--- src/rtl/hacnt_pkg.sv ---
// Shared constants for the half-adder counter slice.
package hacnt_pkg;
  localparam int HACNT_WIDTH_DEFAULT = 8;
  localparam int HACNT_WIDTH_MAX     = 32;
endpackage

--- src/rtl/hacnt_inc.sv ---
// Combinational ripple incrementer built from WIDTH half-adder stages.
module hacnt_inc
  import hacnt_pkg::*;
#(
  parameter int WIDTH = HACNT_WIDTH_DEFAULT
) (
  input  logic [WIDTH-1:0] q,
  input  logic             en,
  output logic [WIDTH-1:0] sum,
  output logic             co
);

  logic [WIDTH:0] c;

  assign c[0] = en;

  genvar gi;
  generate
    for (gi = 0; gi < WIDTH; gi++) begin : g_stage
      assign sum[gi]  = q[gi] ^ c[gi];
      assign c[gi+1]  = q[gi] & c[gi];
    end
  endgenerate

  assign co = c[WIDTH];

endmodule

--- src/rtl/hacnt.sv ---
// Loadable up-counter with terminal-count carry, optional saturation and sticky overflow.
module hacnt
  import hacnt_pkg::*;
#(
  parameter int WIDTH    = HACNT_WIDTH_DEFAULT,
  parameter int SATURATE = 0
) (
  input  logic             CLK,
  input  logic             RN,
  input  logic             EN,
  input  logic             LD,
  input  logic [WIDTH-1:0] D,
  output logic [WIDTH-1:0] Q,
  output logic             CO,
  output logic             OVF
);

  logic [WIDTH-1:0] q_reg;
  logic [WIDTH-1:0] q_next;
  logic             ovf_reg;
  logic             ovf_next;
  logic [WIDTH-1:0] sum_vec;
  logic             carry;

  hacnt_inc #(.WIDTH(WIDTH)) u_inc (
    .q   (q_reg),
    .en  (EN),
    .sum (sum_vec),
    .co  (carry)
  );

  always_comb begin
    q_next   = q_reg;
    ovf_next = ovf_reg;
    if (LD) begin
      q_next   = D;
      ovf_next = 1'b0;
    end else if (EN) begin
      // On wrap the sum is already zero; saturation simply keeps all-ones.
      q_next   = (carry && (SATURATE != 0)) ? q_reg : sum_vec;
      ovf_next = ovf_reg | carry;
    end
  end

  always_ff @(posedge CLK) begin
    if (!RN) begin
      q_reg   <= '0;
      ovf_reg <= 1'b0;
    end else begin
      q_reg   <= q_next;
      ovf_reg <= ovf_next;
    end
  end

  assign Q   = q_reg;
  assign OVF = ovf_reg;
  assign CO  = carry;

endmodule
--- config.mk ---
export PLATFORM = sky130hd
export DESIGN_NAME = hacnt
export DESIGN_NICKNAME = d
export VERILOG_FILES = /design/src/rtl/hacnt_pkg.sv /design/src/rtl/hacnt_inc.sv /design/src/rtl/hacnt.sv
export SDC_FILE = /design/constraint.sdc
export NUM_CORES = 1
export LEC_CHECK = 0
export BUFFER_PORTS_ARGS = -buffer_cell sky130_fd_sc_hd__buf_2
export CORE_UTILIZATION = 40
export CTS_CLUSTER_DIAMETER = 80
export CTS_CLUSTER_SIZE = 25
export DETAILED_ROUTE_END_ITERATION = 8
export GPL_TIMING_DRIVEN = 0
export PLACE_DENSITY = 0.77
export SKIP_CTS_REPAIR_TIMING = 1
export SLEW_MARGIN = 5
export SYNTH_ARGS = -nofsm -noshare
export SYNTH_HDL_FRONTEND = slang
export SYNTH_SLANG_ARGS = --single-unit
--- constraint.sdc ---
create_clock -name CLK -period 4.4 [get_ports CLK]
set_input_delay 0.88 -clock CLK [delete_from_list [all_inputs] [get_ports CLK]]
set_output_delay 0.88 -clock CLK [all_outputs]
set_load 0.03 [all_outputs]
Yosys cells after proc, flatten, opt, wreduce, memory -nomap -nowiden
Index checks and enable logic that the tools add are counted.

Register bits: 9. Bits in latches: 0. Bits in writable memories: 0. ROM bits: 0. Bits of input ports: 12. Output and inout bits: 10. Logic and storage cells: 24. Memories: 0.

Add/sub/neg operators: 0. $mul: 0. Divide/modulo/power cells: 0. Order comparisons: 0. Equality and inequality tests: 0. Shift operators: 0. Multiplexer cells: 2. Bitwise gates (word level): 18. Reductions and logical operators: 2.

Operator list (count): $mux 8 (2); $and 1x1->1 (8); $xor 1x1->1 (8); $reduce_bool 2->1 (1); $reduce_or 2->1 (1); $not 1->1 (1); $or 1x1->1 (1).

Logic depth before layout (Yosys ltp)
Word-level depth: 10. Depth in mapped cells: 10.

Hierarchy
From an unflattened synthesis, not the netlist that was laid out.

Cell total of the unflattened synthesis: 46. Area total of the unflattened synthesis: 563.0 um2.

By module, submodules not included: hacnt (instances 1, cells an instance 38, area an instance 462.9 um2); hacnt_inc (instances 1, cells an instance 8, area an instance 100.1 um2).

Worst setup path before layout
No wires, ideal clock.

Kind: input to output. Start: in EN. End: out CO. Data arrival time: 2376 ps. Path slack: 1144 ps. Stages: 8. Buffers on the path: 0. Path through: ha_1 > ha_1 > ha_1 > ha_1 > ha_1 > ha_1 > ha_1 > ha_1.

Cells in the longest elaborated chain, start to end: 8.

RTL lines: from (decl) (line hacnt.sv:10) `input logic EN,`; $and 1x1->1 (8 in a row) (line hacnt_inc.sv:21) `assign c[gi+1] = q[gi] & c[gi];`; to (decl) (line hacnt.sv:14) `output logic CO,`.

No other way between the ends.

Final worst setup path
Same ends and word-level chain as after synthesis.

==> results.tsv <==
metric	value	unit
crit_path_max_fanout	2	
finalCriticalPeriod	3.54	ns
first_pass_iters	2	
netlist_instances	46	
dieWidth	39.5	um
ctsHtreeMaxLevel	1	
hp-class	reg -> reg	
rr_worst_depth	10	
dp.cells	81	
ant_nets	0	
slew_viol_final	0	
io_pins	22	
track_usage	19.6	%
cts_inserted_buffers	3	
vias	440	
slew_headroom	75.0	%
outcome	finished clean	
tns	0	ns
final_area	708	um^2
grt_pass1_wl	1.94	mm
rsz0062_at_grt	no	
die_h	39.5	um
wl_per_cell	13.6	um
setup_violations	0	
whs_path_depth	2	
ys_warn_count	0	
cp-start-kind	input pin	
area_delta_synth_final	25.8	%
start_util	43.3	%
grt_max_degree	11	
p_per_area	295	mW/mm^2
worst_ep_arrival_time	2.66	ns
setup_ws	0.862	ns
cts_tree	yes	
grt_pass1_vias	466	
layout-drive-gt1-share	47.1	%
hold_violations	0	
end_kind	output port	
clk_pin_slew	0.06	ns
crit_required	3.52	ns
clk_path_buf_depth	2	
syn_area	563	um^2
ys_ff_latch	9	
fin_crit_sh	80.4	%
whs	0.536	ns
grt.overflow.total	0	
cap_viol_max_count	0	
tightest_slew	0.375	ns
leakage	0.443	nW
clkSinkCount	9	
row_count	13	
design.core.area	0.00130	mm^2
clk-insertion-delay-late	0.26	ns
syn_avg_cell_area	12.2	um^2
drt-initial-drc-count	3	
place_ws	0.842	ns
detailed_place.area	682	um^2
synth_fp_nets	66	
port_buffers	20	
yosysUniqueCellTypes	10	
antenna_found_initial	0	
hpwl	871	um
fmax	283	MHz
max-vdd-ir-drop	185	uV
critical_path_class	in -> out	
fin_cells	85	
diodes	0	
vias_per_cell	5.18	
finClkSkew	0.00209	ns
die_area	0.00156	mm^2
ys_seq_area_share	32.0	%
drc	0	
routed_wl	1.15	mm
finalNetCount	91	
gp_congestion	0.640	
root_buffer	clkbuf_4	
worst paths after layout:
kind	startpoint	endpoint	slack, ns
setup / recovery	EN	CO	0.86
hold / removal	OVF	OVF	0.54
setup reg to reg	Q[0]	Q[7]	1.95
hold reg to reg	OVF	OVF	0.54
synthesized netlist by cell type, drive strengths merged:
library cell  count  area [um^2]
ha                8          100
mux2              8          120
a21oi             1         5.00
nor3b             1         7.51
nand2b            8         50.1
buf               3         20.0
dfxtp             9          180
o211a             8         80.1
cell families (layout without fill, tap and decap cells):
| kind of cell | count (synthesis) | count (layout) | share of synthesized area [%] |
|---|---|---|---|
| AO/OA/AOI/OAI | 9 | 9 | 15.1 |
| adder cells (fa/ha/maj) | 8 | 8 | 17.8 |
| buffers and inverters | 3 | 27 | 3.55 |
| flip-flops | 9 | 9 | 32.0 |
| multiplexers | 8 | 8 | 21.3 |
| AND/OR/NAND/NOR | 9 | 9 | 10.2 |
where the power goes:
group,switching (W),total [W],internal [W]
sequential,0.00000444,0.0000916,0.0000872
combinational,0.0000262,0.0000527,0.0000266
clock,0.0000296,0.0000646,0.0000350
metal layers:
| metal | track usage (%) | share of wire (%) | up-vias |
|---|---|---|---|
| met5 | 0 | 0 | - |
| met4 | 10.3 | 1.8 | 0 |
| met3 | 6.82 | 4.8 | 2 |
| met2 | 35.7 | 51 | 14 |
| met1 | 19.0 | 42 | 207 |
| li1 | - | - | 217 |
through the flow:
step	utilization, %	total power, W
2_1_floorplan	-	0.000131
3_3_place_gp	52.4	0.000144
3_5_place_dp	52.4	0.000147
4_1_cts	54.4	0.000211
5_1_grt	54.4	0.000223
6_report	54.4	0.000209
layout make-up:
type,instances,area [um^2]
fillers,132,593
flip-flops and latches,9,180
well taps,15,18.8
repair buffers,20,100
clock buffers,4,26.3
multi-input cells,34,363
plain buffers,3,20.0
cells in the final DEF (no fill, tap or decap):
cell type,synthesis,layout
dfxtp_1,9,9
a21oi_1,1,1
ha_1,8,8
nor3b_1,1,1
clkbuf_4,0,3
nand2b_1,8,8
buf_1,1,1
buf_2,1,21
mux2_4,8,8
o211a_1,8,8
buf_6,1,1
clkbuf_1,0,1
sequential cells by signal (all words and copies together) (netlist names):
name / count
OVF: 1
Q: 8
worst max-delay path, cell delays in order:
cell	delay [ns]
buf_2	0.12
ha_1	0.21
ha_1	0.19
ha_1	0.18
ha_1	0.18
ha_1	0.18
ha_1	0.18
ha_1	0.18
ha_1	0.19
buf_2	0.18
Note: power is estimated with default switching activity, not from simulation.
